[src/rtl/icache_fetch_unit.sv]
// Cache-less instruction fetch: takes one FTQ request, reads N consecutive words
// over a single-outstanding memory port and hands the assembled packet to the IFU.
package global_config_pkg;
  typedef struct packed {
    int unsigned VLEN;
    int unsigned ILEN;
    int unsigned INSTR_PER_FETCH;
  } cfg_t;

  localparam cfg_t Cfg = '{VLEN: 32, ILEN: 32, INSTR_PER_FETCH: 4};

  typedef struct packed {
    logic                valid;
    logic [Cfg.VLEN-1:0] vaddr;
  } ftq2icache_req_t;

  typedef struct packed {
    logic ready;
  } icache2ftq_rsp_t;
endpackage

module icache_fetch_unit #(
  parameter global_config_pkg::cfg_t Cfg = global_config_pkg::Cfg
) (
  input  logic                                         clk_i,
  input  logic                                         rst_ni,
  input  logic                                         flush_i,
  input  global_config_pkg::ftq2icache_req_t           ftq_req_i,
  output global_config_pkg::icache2ftq_rsp_t           ftq_rsp_o,
  output logic                                         mem_req_valid_o,
  input  logic                                         mem_req_ready_i,
  output logic [Cfg.VLEN-1:0]                          mem_req_addr_o,
  input  logic                                         mem_rsp_valid_i,
  input  logic [Cfg.ILEN-1:0]                          mem_rsp_data_i,
  output logic                                         ifu_rsp_valid_o,
  input  logic                                         ifu_rsp_ready_i,
  output logic [Cfg.VLEN-1:0]                          ifu_rsp_pc_o,
  output logic [Cfg.INSTR_PER_FETCH-1:0][Cfg.ILEN-1:0] ifu_rsp_data_o
);

  localparam int unsigned N    = Cfg.INSTR_PER_FETCH;
  localparam int unsigned VLEN = Cfg.VLEN;
  localparam int unsigned ILEN = Cfg.ILEN;
  localparam int unsigned WB   = ILEN / 8;
  localparam int unsigned CW   = (N > 1) ? $clog2(N) : 1;

  typedef enum logic [2:0] {IDLE, REQ, WAIT, RESP, DRAIN} state_t;

  state_t                   state_q, state_d;
  logic [CW-1:0]            cnt_q, cnt_d;
  logic [VLEN-1:0]          base_q, base_d;
  logic [N-1:0][ILEN-1:0]   data_q, data_d;

  always_ff @(posedge clk_i or negedge rst_ni) begin
    if (!rst_ni) begin
      state_q <= IDLE;
      cnt_q   <= '0;
      base_q  <= '0;
      data_q  <= '0;
    end else begin
      state_q <= state_d;
      cnt_q   <= cnt_d;
      base_q  <= base_d;
      data_q  <= data_d;
    end
  end

  always_comb begin
    state_d = state_q;
    cnt_d   = cnt_q;
    base_d  = base_q;
    data_d  = data_q;
    unique case (state_q)
      IDLE: begin
        if (ftq_req_i.valid && !flush_i) begin
          base_d  = ftq_req_i.vaddr;
          cnt_d   = '0;
          state_d = REQ;
        end
      end
      REQ: begin
        if (flush_i)              state_d = mem_req_ready_i ? DRAIN : IDLE;
        else if (mem_req_ready_i) state_d = WAIT;
      end
      WAIT: begin
        if (flush_i) begin
          state_d = mem_rsp_valid_i ? IDLE : DRAIN;
        end else if (mem_rsp_valid_i) begin
          data_d[cnt_q] = mem_rsp_data_i;
          if (cnt_q == CW'(N - 1)) begin
            state_d = RESP;
          end else begin
            cnt_d   = cnt_q + CW'(1);
            state_d = REQ;
          end
        end
      end
      RESP: begin
        if (flush_i || ifu_rsp_ready_i) state_d = IDLE;
      end
      // A flush here only keeps us draining; the stale response must still retire.
      DRAIN: begin
        if (mem_rsp_valid_i) state_d = IDLE;
      end
      default: state_d = IDLE;
    endcase
  end

  assign ftq_rsp_o.ready = (state_q == IDLE) && !flush_i;
  assign mem_req_valid_o = (state_q == REQ);
  assign mem_req_addr_o  = base_q + VLEN'(cnt_q) * VLEN'(WB);
  assign ifu_rsp_valid_o = (state_q == RESP);
  assign ifu_rsp_pc_o    = base_q;
  assign ifu_rsp_data_o  = data_q;

endmodule

[config.mk]
export PLATFORM = sky130hd
export DESIGN_NAME = icache_fetch_unit
export DESIGN_NICKNAME = d
export VERILOG_FILES = /design/src/rtl/icache_fetch_unit.sv
export SDC_FILE = /design/constraint.sdc
export NUM_CORES = 1
export LEC_CHECK = 0
export CORE_MARGIN = 2
export CORE_UTILIZATION = 35
export DETAILED_ROUTE_END_ITERATION = 7
export GPL_ROUTABILITY_DRIVEN = 1
export HOLD_SLACK_MARGIN = 0.06
export PLACE_DENSITY = 0.63
export SYNTH_ARGS = -nofsm -noshare
export SYNTH_HDL_FRONTEND = slang
export SYNTH_SLANG_ARGS = --single-unit
[constraint.sdc]
create_clock -name clk_i -period 2.85 [get_ports clk_i]
set_input_delay 0.57 -clock clk_i [delete_from_list [all_inputs] [get_ports clk_i]]
set_output_delay 0.57 -clock clk_i [all_outputs]
set_load 0.02 [all_outputs]
* Yosys cells after proc, flatten, opt, wreduce, memory -nomap -nowiden
Cells that the tools add are included.
** Word-level totals
- Register bits :: 165
- Input bits :: 71
- Output and inout bits :: 195
- Word-level logic and storage cells :: 55
** Cells by class
- $add $sub $neg :: 2
- $lt $le $gt $ge :: 2
- Equality and inequality tests :: 13
- Multiplexer cells :: 19
- Bitwise logic cells :: 1
- Reduce and logical (&&, ||, !) cells :: 11
** Operators by type and width (count)
- 128-bit bitwise mux :: 1
- 32-bit demux with 2-bit select :: 1
- 32-bit by 4-bit adder with 32-bit output :: 1
- 32-bit two-way mux :: 1
- 3-bit two-way mux :: 9
- 3-bit case mux with 5 select lines :: 1
- 2-bit two-way mux :: 5
- 2-bit != test, second input constant :: 5
- 5-bit AND reduction :: 2
- 3-bit by 2-bit == test with 1-bit output, second input constant :: 2
- 2-bit case mux with 2 select lines :: 1
- 3-bit by 1-bit == test with 1-bit output, second input constant :: 1
- 3-bit == test, second input constant :: 1
- 1-bit logical AND :: 3
- 3-bit logical NOT :: 1
- 2-bit by 3-bit less-than comparator with 1-bit output, second input constant :: 1
- 3-bit by 2-bit != test with 1-bit output, second input constant :: 1
- 3-bit != test, second input constant :: 1
- 3-bit AND reduction :: 1
- 2-bit by 1-bit adder with 2-bit output, second input constant :: 1
- 2-bit == test, second input constant :: 1
- 2-bit by 1-bit greater-or-equal comparator with 1-bit output, second input constant :: 1
- 2-bit by 1-bit != test with 1-bit output, second input constant :: 1
- 2-bit AND reduction :: 1
- other kinds (4) :: 4

* Depth between registers and ports, before layout
- Depth after elaboration :: 5
- Depth in mapped cells :: 6

* Worst setup path after synthesis
OpenSTA, ideal clock, no wires.
- Kind :: flip-flop to output port
- Start :: register base_q[3] (netlist: ifu_rsp_pc_o[3])
- End :: output port mem_req_addr_o[29]
- Arrival :: 2.033 ns
- Setup slack :: 0.247 ns
- Stages on the path, launching flop included :: 6
- Buffers on the path :: 0
- Cell sequence :: dfrtp_1 -> ha_1 -> a21oi_1 -> nor4_2 -> nand4b_1 -> xnor2_1
** Between the ends
- Longest elaborated chain between the ends :: 1
** RTL lines
- start: declaration :: line 51 : logic [VLEN-1:0] base_q, base_d;
- start signal: assignment :: line 63 : base_q <= base_d;
- 32-bit by 4-bit adder with 32-bit output :: line 111 : assign mem_req_addr_o = base_q + VLEN'(cnt_q) * VLEN'(WB);
- end: declaration :: line 32 : output logic [Cfg.VLEN-1:0] mem_req_addr_o,
No other way between the ends.

* Worst setup path after layout
- Start :: register base_q[2] (netlist: ifu_rsp_pc_o[2])
- End :: output port mem_req_addr_o[26]
The elaborated chain is that of the path after synthesis.

==> run metrics <==
Crit path largest cell delay=~400 ps; Core Rows=51; R2R cell count=5; grt ovf=0; Layout area overhead=52.77%; register area share after synthesis=0.5868; antenna violations before repair=0; drt wl/cell=18.23 um; port buffer count=265; Worst Hold Class=in2async; vias in the first global route=roughly 5300; Reg clk slew, reported paths=around 70 ps; prevailing post-synth register cell=dfrtp_1; Crit path required time=around 2300 ps; commonest non-fill, non-tap cell in the layout=clkdlybuf4s50_1; library cells used by synthesis=38; static leakage=5.063 nW; Residual DRC=0; Worst R2R Start=state_q[2]; Buf/Inv on CP=2; CTS tree=yes; DRT Wirelength=18980 um; CTS max path bufs=2; Antenna diodes=0; cell taking the most area after synthesis=dfrtp_1; Root Driver=clkbuf_16; Num CTS Buffers=17; global-route wire length before repair=30350 um; Synth area leaders=dfrtp_1 (59%), mux2_1 (19%), mux2_2 (6.9%); yosys warns=0; TritonRoute pass-1 iters=4; Clock Skew=between 6 and 7 ps; RSZ-0062 raised after global routing=yes; synthesized cell area=0.007037 sq mm; setup total negative slack=0 ps; Antenna Violating Nets Remaining=0; Async SR Flop Fraction=1.000; number of synthesized flops with an enable pin=0; Crit. End Element=output port; core footprint=0.01959 sq mm; PwrDens=between 900 and 1000 mW/mm^2; delay-heaviest family, CP=simple AND/OR/NAND/NOR gates; detailed-route via count=a little under 5000; CP max stage cell=dfrtp_1; critical path arrival=2210 ps; worst skew pair latency=between 400 and 500 ps; Slew Limit Fails=0; outcome=completed; Synth Register Bits=165; DR vias/cell=roughly 4.7; final worst path period share=0.9767; DP Area=between 0.01 and 0.015 sq mm; I/O pins=between 200 and 300; CP startpoint kind=register; syn nets=approximately 550; Synth Instances=470; R2R Setup Slk=roughly 810 ps; H-tree Lvls=4; gr usage total=0.1813; Final Critical Period=2784 ps; Syn Area/Cell=roughly 15 sq um; highest clock rate=0.3593 GHz; worst rel slew slack=0.6517; kind of critical path=reg2out; Placer Congestion=approximately 0.81; overall die width=roughly 150 um; Yosys top cell area share=0.5868; Final nets=about 840; share of layout cells above drive strength 1=0.1869; worst reg2reg endpoint=ifu_rsp_data_o[40]; DP Wirelength=14150 um; crit-path cells=ha_4, fa_2, nand4_1, nor3_4, buf_12, nand4b_1, xnor2_1, buf_4; total power after layout=between 0.01 and 0.015 W; Initial Util=0.3592; First DRT Iteration DRCs=approximately 120; critical path fanouts, max=10; largest net degree at the start of global routing=64; Setup-failing EPs final=0; Clock Sinks=165; chip height=roughly 150 um; die area=0.02125 sq mm; cell area after layout=0.01075 sq mm; Hold WS=between 100 and 150 ps; max cap viols=0; final hold viol count=0; maximum VDD drop=slightly above 0.6 mV; commonest non-fill, non-tap cells in the layout=clkdlybuf4s50_1 (236), dfrtp_1 (164), mux2_1 (118); transition time at the pin with the least slew margin=approximately 520 ps
[kinds of logic after synthesis]
group	synth area share
and+or+nand+nor	0.06330
AOI/OAI and AO/OA	0.01440
xor gates and xnor gates	0.03485
DFF	0.5868
muxes	0.2591
adders and majority gates	0.01351
buffers and inverters	0.02809
[final cells by class]
type | instances | area, sq um
well taps | 265 | 331.6
inverters | 4 | 15.01
fillers | 1645 | 8840
clock inverters | 13 | 171.4
flip-flops and latches | 165 | 4130
multi-input cells | 279 | 2761
repair buffers | 296 | 2888
clock buffers | 19 | 452.9
[state kept, by name, indices dropped and copies added (netlist names)]
register,flops
ifu_rsp_data_o,128
ifu_rsp_pc_o,32
state_q,3
cnt_q,2
[how the worst max path moves through the flow]
| stage | from | end | slack, ps | depth (start not counted) |
|---|---|---|---|---|
| detailed placement | ifu_rsp_pc_o[2] | mem_req_addr_o[28] | -240 | 7 |
| finish | ifu_rsp_pc_o[2] | mem_req_addr_o[26] | 70 | 8 |
| global route | ifu_rsp_pc_o[2] | mem_req_addr_o[26] | -50 | 8 |
| CTS | ifu_rsp_pc_o[2] | mem_req_addr_o[28] | -130 | 8 |
| global placement | cnt_q[0] | mem_req_addr_o[28] | -110 | 7 |
| floorplan | ifu_rsp_pc_o[3] | mem_req_addr_o[29] | 250 | 5 |
[what timing repair did]
item / in CTS / in global routing
setup endpoints to repair: 28 / 23
endpoints found under the hold margin: 0 / 0
gates cloned: 0 / 0
hold buffers: 0 / 0
resized for setup: 100 / 16
setup buffers: 2 / 4
pin swaps: 1 / 6
[per-stage QoR]
stage               setup WS, ps  std cells  utilization
floorplan                  247.1        470            -
global placement          -111.1       1003       0.5163
detailed placement        -236.6       1003       0.5163
CTS                       -133.5       1037       0.5453
global route              -53.77       1041       0.5488
finish                     66.49       1041       0.5488
[power breakdown]
part,total (W),leakage [nW],internal (W),switching [W]
logic,0.00440,2.57,0.00220,0.00220
clock network,0.00236,0.298,0.00137,0.000990
registers,0.00355,2.20,0.00299,0.000563
total,0.0103,5.06,0.00656,0.00375
[metal layers]
metal  global-route usage  vias up  wire length, um
met5                    0        -                0
met4              0.05931        0              333
met3              0.04483       24              911
met2               0.3217      146             9992
met1               0.2154     2486             7741
li1                     -     2266                -
[worst register-to-register path, delay by kind of cell, from the launching register on]
kind / cells / cell delay, ps
AND/OR/NAND/NOR: 3 / 880
flip-flops: 1 / 500
multiplexers: 1 / 330
buffers and inverters: 1 / 210
[cell usage after synthesis, drive strengths merged, types with 5 or more instances]
cell type	count
nand2	14
mux2	161
dfrtp	165
xnor2	23
xor2	5
ha	6
nor2	6
and3	6
nand3	13
nand4	8
clkbuf	6
buf	16
No activity file was read; power rests on OpenSTA's default activity.
